File: src/rtl/cordic_prerotate.sv
// rtl/cordic_prerotate.sv - quadrant pre-rotation and credit flow control ahead of a fixed-latency CORDIC pipeline
module cordic_prerotate #(
    parameter int LATENCY   = 17,
    parameter int CREDITS   = 8,
    parameter int PI_Q      = 3217,
    parameter int HALF_PI_Q = 1608
) (
    input  logic               clk,
    input  logic               rst_n,
    input  logic               in_valid,
    output logic               in_ready,
    input  logic signed [31:0] in_x,
    input  logic signed [31:0] in_y,
    input  logic signed [31:0] in_z,
    output logic signed [31:0] x0,
    output logic signed [31:0] y0,
    output logic signed [31:0] z0,
    output logic               out_valid,
    output logic               in_err,
    output logic               res_valid,
    input  logic               res_pop
);

    localparam int                CW       = $clog2(CREDITS + 1);
    localparam logic [CW-1:0]     CRED_MAX = CW'(CREDITS);
    localparam logic signed [31:0] PI_S    = 32'(PI_Q);
    localparam logic signed [31:0] NPI_S   = 32'(-PI_Q);
    localparam logic signed [31:0] HALF_S  = 32'(HALF_PI_Q);
    localparam logic signed [31:0] NHALF_S = 32'(-HALF_PI_Q);

    logic [CW-1:0]      credit_q, credit_d;
    logic signed [31:0] x0_q, y0_q, z0_q;
    logic signed [31:0] x0_d, y0_d, z0_d;
    logic               out_valid_q, out_valid_d;
    logic               in_err_q, in_err_d;
    logic [LATENCY-1:0] dly_q;

    logic xfer;
    logic pop_ok;
    logic z_out_of_range;
    logic z_above;
    logic z_below;

    // Ready is held low during reset so nothing is accepted into a line being cleared.
    assign in_ready = (credit_q != '0) && rst_n;
    assign xfer     = in_valid && in_ready;
    // A pop at full credit has nothing to return.
    assign pop_ok   = res_pop && (credit_q != CRED_MAX);

    assign z_out_of_range = (in_z >= PI_S) || (in_z < NPI_S);
    assign z_above        = in_z > HALF_S;
    assign z_below        = in_z < NHALF_S;

    assign x0        = x0_q;
    assign y0        = y0_q;
    assign z0        = z0_q;
    assign out_valid = out_valid_q;
    assign in_err    = in_err_q;
    assign res_valid = dly_q[LATENCY-1];

    // Credit bookkeeping: a simultaneous take and return cancel out.
    always_comb begin
        credit_d = credit_q;
        if (xfer && !res_pop) begin
            credit_d = credit_q - 1'b1;
        end else if (!xfer && pop_ok) begin
            credit_d = credit_q + 1'b1;
        end
    end

    // Fold the angle into [-pi/2, pi/2] by rotating the vector half a turn; bad angles pass with z=0.
    always_comb begin
        x0_d        = x0_q;
        y0_d        = y0_q;
        z0_d        = z0_q;
        out_valid_d = 1'b0;
        in_err_d    = 1'b0;
        if (xfer) begin
            out_valid_d = 1'b1;
            if (z_out_of_range) begin
                in_err_d = 1'b1;
                x0_d     = in_x;
                y0_d     = in_y;
                z0_d     = '0;
            end else if (z_above) begin
                x0_d = -in_x;
                y0_d = -in_y;
                z0_d = in_z - PI_S;
            end else if (z_below) begin
                x0_d = -in_x;
                y0_d = -in_y;
                z0_d = in_z + PI_S;
            end else begin
                x0_d = in_x;
                y0_d = in_y;
                z0_d = in_z;
            end
        end
    end

    // Operand and credit registers.
    always_ff @(posedge clk) begin
        if (!rst_n) begin
            credit_q    <= CRED_MAX;
            x0_q        <= '0;
            y0_q        <= '0;
            z0_q        <= '0;
            out_valid_q <= 1'b0;
            in_err_q    <= 1'b0;
        end else begin
            credit_q    <= credit_d;
            x0_q        <= x0_d;
            y0_q        <= y0_d;
            z0_q        <= z0_d;
            out_valid_q <= out_valid_d;
            in_err_q    <= in_err_d;
        end
    end

    // Valid delay line matching the CORDIC depth; clearing it drops in-flight results on reset.
    always_ff @(posedge clk) begin
        if (!rst_n) begin
            dly_q <= '0;
        end else begin
            dly_q[0] <= out_valid_q;
            for (int i = 1; i < LATENCY; i++) begin
                dly_q[i] <= dly_q[i-1];
            end
        end
    end

endmodule

File: config.mk
export PLATFORM = sky130hd
export DESIGN_NAME = cordic_prerotate
export DESIGN_NICKNAME = d
export VERILOG_FILES = /design/src/rtl/cordic_prerotate.sv
export SDC_FILE = /design/constraint.sdc
export NUM_CORES = 1
export LEC_CHECK = 0
export CAP_MARGIN = 5
export CORE_MARGIN = 2
export CORE_UTILIZATION = 25
export CTS_CLUSTER_DIAMETER = 200
export DETAILED_ROUTE_END_ITERATION = 8
export DONT_BUFFER_PORTS = 1
export PLACE_DENSITY = 0.51
export SLEW_MARGIN = 40
export SYNTH_ARGS = -nofsm -noshare
export SYNTH_HDL_FRONTEND = slang
export SYNTH_SLANG_ARGS = --single-unit
export TNS_END_PERCENT = 10
File: constraint.sdc
create_clock -name clk -period 2.3 [get_ports clk]
set_input_delay 0.115 -clock clk [delete_from_list [all_inputs] [get_ports clk]]
set_output_delay 0.115 -clock clk [all_outputs]
set_load 0.03 [all_outputs]
==> results of run 1 <==
-- cells by family (layout without fill, tap and decap cells) --
logic type	after synthesis	in the layout	synth area share
AO/OA/AOI/OAI	189	189	0.211
XOR/XNOR	51	51	0.0725
buffers and inverters	69	162	0.0459
flip-flops	119	119	0.387
adder cells (fa/ha/maj)	8	8	0.0175
other	0	1	0
AND/OR/NAND/NOR	275	275	0.242
multiplexers	15	15	0.0246
-- registers in the layout, summed over array words and instances, names as in the netlist --
signal     flops
out_valid      1
dly_q         17
z0            32
x0            32
y0            32
in_err         1
credit_q       4
-- per-stage QoR --
stage | worst slack (ns) | utilization | cells | hold WS (ns)
after floorplan | 0.0695 | - | 726 | 0.262
after global placement | -0.0513 | 0.278 | 1035 | 0.208
after detailed placement | -0.0846 | 0.278 | 1035 | 0.209
after CTS | 0.128 | 0.335 | 1142 | 0.00353
after global routing | -0.0217 | 0.336 | 1144 | 0.0436
final | 0.101 | 0.336 | 1144 | 0.0262
-- synth_stat cells, types with 2 or more instances --
master,n,area (sq um)
a2111oi_0,2,17.5
o31ai_1,2,15.0
o211ai_1,11,82.6
o211a_1,2,20.0
a22oi_1,5,37.5
buf_1,4,15.0
clkbuf_1,37,139
nand3_1,64,320
nor4_1,12,75.1
nand4_1,6,37.5
nor3_1,17,85.1
a41oi_1,4,35.0
xor2_1,45,394
and3_1,5,31.3
a21o_1,23,173
buf_2,7,35.0
dfxtp_1,119,2380
a21oi_1,16,80.1
nand2b_1,5,31.3
ha_1,7,87.6
mux2i_1,14,140
or2_2,3,18.8
or4_1,22,165
nor4bb_1,2,20.0
o311ai_1,2,17.5
nor2_1,28,105
nand2_1,58,218
a32oi_1,23,201
xnor2_1,6,52.6
nor2b_1,6,37.5
a2111o_1,2,22.5
buf_4,2,15.0
o21ai_0,68,340
inv_1,18,67.6
and2_1,23,144
a211oi_1,3,22.5
nor3b_1,3,22.5
nand3b_1,4,30.0
or3_1,6,37.5
o311ai_0,10,87.6
o2111ai_1,2,17.5
and4_1,4,35.0
-- routing by layer --
layer / part of all wire / vias to the layer above / global-route usage / wire, um
li1: - / 2864 / - / -
met3: 0.086 / 32 / 0.0601 / 1760
met2: 0.46 / 206 / 0.251 / 9450
met1: 0.43 / 2799 / 0.185 / 8790
met4: 0.025 / 0 / 0.0706 / 504
met5: 0 / - / 0 / 0
-- timing repair --
action                     4_1_cts  5_1_grt
hold endpoints to repair        93        0
setup buffers                    0        1
hold buffers                    77        0
setup endpoints to repair        0        3
gates resized for setup          0        4
-- worst paths after layout --
kind                                               start                       end  slack [ns]  cells past startpoint
worst max-delay path            credit_q[2]$_SDFFE_PN0P_  credit_q[3]$_SDFFE_PN1P_        0.10                     12
worst min-delay path                             in_y[6]        y0[7]$_SDFFE_PN0N_        0.03                      3
worst max register to register  credit_q[2]$_SDFFE_PN0P_  credit_q[3]$_SDFFE_PN1P_        0.10                     12
worst min register to register      dly_q[14]$_SDFF_PN0_      dly_q[15]$_SDFF_PN0_        0.43                      1
-- where the power goes --
part | internal (W) | switching [W] | leakage [nW]
logic | 0.000288 | 0.000310 | 1.91
registers | 0.00219 | 0.000315 | 0.973
clock network | 0.00177 | 0.000964 | 0.291
-- cell type report --
type | instances | area, sq um
fill | 2545 | 16100
multi-input combinational | 538 | 3560
sequential | 119 | 2380
timing repair buffer | 114 | 1150
clock buffer | 21 | 470
tap | 324 | 405
clock inverter | 9 | 125
inverter | 18 | 67.6
antenna | 1 | 2.50
-- worst register-to-register path: stages (launching register included) --
cell and delay, ns:
dfxtp_1 0.33, nor3_2 0.22, nand2b_1 0.14, nand3_4 0.12
inv_1 0.06, nand2b_1 0.08, inv_1 0.06, ha_1 0.27
a21o_1 0.20, a21oi_1 0.16, nand2_1 0.13, o221ai_2 0.19
o2111ai_1 0.13
==> impl_metrics.ini, run 1 <==
[timing]
fin_crit_sh = 0.956
period_needed_ns = 2.20
clock.fmax_mhz = 455
finClkSkew_ns = 0.0112
setup_viol = 0
slew_headroom = 0.574
hold_viol_final = 0
drv_slew = 0
tightest_slew_ns = 0.634
fin_tns_setup_ns = 0

[synthesis]
ys_types = 66
syn-num-nets = 834
syn_avg_cell_area_sq_um = 8.49
synth_edf_count = 0
synth_area_sq_mm = 0.00616
syn_inst = 726
synth_warnings = 0
synthArstFlopShare = 0
synthFlopType = dfxtp_1
seq_area_frac_synth = 0.387
synth_seq_cells = 119

[run_status]
status = finished, final reports clean

[finish]
final_common_cell = dfxtp_1
fin_nets = 916
layout_common_cells = dfxtp_1 (119), dlygate4sd3_1 (76), o21ai_0 (68), nand3_1 (63), nand2_1 (58)
stdcell_area_sq_mm = 0.00816
drive_above_1_share = 0.105
synthToLayoutAreaGrowth_pct = 32.3

[setup_path]
start_kind = flop
cp.arrival_ns = 2.49
crit_buf_inv = 2
critical-path-top-delay-family = simple AND/OR/NAND/NOR gates
crit_fanout = 3
end_kind = flop
max_stage_delay_ns = 0.33
crit_chain = nor3_2, nand2b_1, nand3_4, inv_1, nand2b_1, inv_1, ha_1, a21o_1, a21oi_1, nand2_1, o221ai_2, o2111ai_1
cpMaxStageDelayCell = dfxtp_1
critPathRequiredTime_ns = 2.59
setup.worst_path.class = flop to flop

[power]
worst_ir_drop_vdd_mv = 0.309
total_power_w = 0.00583
p_leak_nw = 3.17
power_density_mw_per_mm2 = 715

[drt]
antenna_left = 0
drtIter0Drc = 279
routed_wl_um = 20500
dr.pass1.iters = 7
wire_per_inst_um = 17.9
viasPerCell = 5.16
drc_errors = 0
vias = 5901

[cts]
clkSlewWorstSetupHoldPaths_ns = 0.05
ctsHtreeMaxLevel = 4
insertion_delay_ns = 0.42
clockBufferDepth = 2
numCtsBuffers = 17
clock-sinks = 119
cts_tree = yes
clockRootBuffer = clkbuf_16

[floorplanning]
boundaryPins = 200
die-area_sq_mm = 0.0259
fp.coreArea_sq_mm = 0.0242
die_h_um = 161
start_util = 0.254
die_x_um = 161
placementRows = 57

[place]
placed_cell_area_sq_mm = 0.00674
gp_congestion = 0.809
port-buffer-count = 0
place_hpwl_um = 13800

[flow_run]
maxCapViolCount = 0

[grt]
grt_pass1_vias = 5845
grt_use_total = 0.156
grt_pass1_wl_um = 31800
grt_max_degree = 83
antenna_found_initial = 1
overflow = 0

[min_path]
hold_path_class = input pin to flop
Power figures use the tool's default switching activity.
==> run 2: changes to the inputs <==
Settings changed: PLACE_DENSITY 0.51 to 0.45.
==> run 2 against run 1 <==
Compared with the run above:
- clock skew fell by 0.0019 ns
- design area fell by 0.37%
- total power fell by 0.44%
- die area did not move
- clock power fell by 1%
- via count fell by 1.5%
- worst hold slack barely moved
- flip-flop and latch count did not move
- core utilization fell by 0.12 points
- combinational power rose by 2%
==> impl_metrics.ini, run 2 (synthesis gave the netlist of run 1 again) <==
[power]
clkPwrFrac = 0.464
p_int_w = 0.00411
comb_power_share = 0.105
worst_ir_drop_vdd_mv = 0.344
switching_share = 0.292
power_frac_seq = 0.431
p_leak_nw = 3.15
power_density_mw_per_mm2 = 714
switchingPower_w = 0.00169
total_power_w = 0.00580

[timing]
slew_headroom = 0.687
clock.fmax_mhz = 469
fin_crit_sh = 0.926
setup_ws_ns = 0.170
period_needed_ns = 2.13
drv_slew = 0
hold_viol_final = 0
finClkSkew_ns = 0.00929
setup_viol = 0
fin_tns_setup_ns = 0
tightest_slew_ns = 0.466

[finish]
final_common_cell = dfxtp_1
layout.core_utilization = 0.335
drive_above_1_share = 0.112
synthToLayoutAreaGrowth_pct = 31.9
stdcell_area_sq_mm = 0.00813
fin_nets = 917
num_antenna_cells = 0
layout_common_cells = dfxtp_1 (117), dlygate4sd3_1 (76), o21ai_0 (68), nand3_1 (63), nand2_1 (57)

[floorplanning]
placementRows = 57
die-area_sq_mm = 0.0259
boundaryPins = 200
fp.coreArea_sq_mm = 0.0242
start_util = 0.254
die_x_um = 161
die_h_um = 161

[drt]
drc_errors = 0
wire_per_inst_um = 18.1
dr.pass1.iters = 4
routed_wl_um = 20700
top_layer_used = met4
drtIter0Drc = 341
antenna_left = 0
met3_length_um = 1650
wl_met2_um = 9300
vias = 5812
viasPerCell = 5.07
wl_met1_um = 9540

[setup_path]
cp.arrival_ns = 2.42
critPathRequiredTime_ns = 2.59
crit_buf_inv = 3
crit_fanout = 4
setup.worst_path.class = input pin to flop
crit_chain = dlygate4sd3_1, inv_1, nand3_1, or2_2, buf_4, or4b_1, o311ai_1, xor2_1, o21ai_0
cpMaxStageDelayCell = dlygate4sd3_1
critical-path-top-delay-family = simple AND/OR/NAND/NOR gates
end_kind = flop
cp.depth = 9
start_kind = input pin
max_stage_delay_ns = 0.54
reg2reg_depth = 12

[grt]
grt_pass1_vias = 5879
grt_pass1_wl_um = 33100
antenna_found_initial = 1
overflow = 0
grt_use_total = 0.161
grt_max_degree = 83

[cts]
ctsHtreeMaxLevel = 4
numCtsBuffers = 17
clockRootBuffer = clkbuf_16
clock-sinks = 119
insertion_delay_ns = 0.41
clockBufferDepth = 2
cts_tree = yes
clkSlewWorstSetupHoldPaths_ns = 0.06

[min_path]
hold_path_class = input pin to flop
hold_depth = 3

[flow_run]
maxCapViolCount = 0

[place]
place_hpwl_um = 13900
placed_cell_area_sq_mm = 0.00672
port-buffer-count = 0
post-place-ws_ns = -0.0900
gp_congestion = 0.805

[run_status]
status = finished, final reports clean
run 2: changes by cell type in the layout (fill, tap and decap cells not counted), sizes merged:
cell | previous run | this run
inv | 18 | 21
diode | 1 | 0
buf | 38 | 39
bufinv | 3 | 2
clkbuf | 21 | 18
clkinv | 4 | 5
clkinvlp | 2 | 4
run 2: path summary, 6_finish.rpt:
kind	from	to	slack, ns
setup / recovery	in_y[0]	y0[21]$_SDFFE_PN0N_	0.17
hold / removal	in_x[21]	x0[22]$_SDFFE_PN0N_	0.03
setup reg to reg	credit_q[2]$_SDFFE_PN0P_	credit_q[3]$_SDFFE_PN1P_	0.20
hold reg to reg	dly_q[15]$_SDFF_PN0_	dly_q[16]$_SDFF_PN0_	0.42
run 2: worst min-delay path, stage by stage:
cell and delay, ns:
nor2_1 0.11, a32oi_1 0.10, o21ai_0 0.07
run 2: per-stage QoR:
| stage | hold WS [ns] | std cells |
|---|---|---|
| CTS | 0.00240 | 1145 |
| global placement | 0.210 | 1036 |
| detailed placement | 0.212 | 1036 |
| finish | 0.0260 | 1146 |
| global route | 0.0375 | 1146 |
| floorplan | 0.262 | 726 |
run 2: layer usage:
| metal | vias up | track usage |
|---|---|---|
| met2 | 165 | 0.255 |
| met4 | 0 | 0.0459 |
| li1 | 2873 | - |
| met1 | 2758 | 0.206 |
| met5 | - | 0 |
| met3 | 16 | 0.0575 |
run 2: cell type report:
type / count / area, sq um
Timing Repair Buffer: 115 / 1130
Sequential cell: 119 / 2380
Fill cell: 2560 / 16100
Tap cell: 324 / 405
Clock buffer: 18 / 439
Multi-Input combinational cell: 538 / 3550
Inverter: 18 / 67.6
Clock inverter: 14 / 149
run 2: power groups by stage:
stage	combinational, W	sequential (W)	clock, W
2_1_floorplan	0.000363	0.00250	0
3_3_place_gp	0.000459	0.00255	0
3_5_place_dp	0.000462	0.00254	0
4_1_cts	0.000609	0.00250	0.00279
5_1_grt	0.000687	0.00252	0.00288
6_report	0.000609	0.00250	0.00269
run 2: what timing repair did:
| action | in CTS | in global routing |
|---|---|---|
| gates resized for setup | 0 | 8 |
| hold endpoints to repair | 93 | 0 |
| buffers inserted | 0 | 1 |
| setup endpoints to repair | 0 | 2 |
| hold buffers | 77 | 0 |
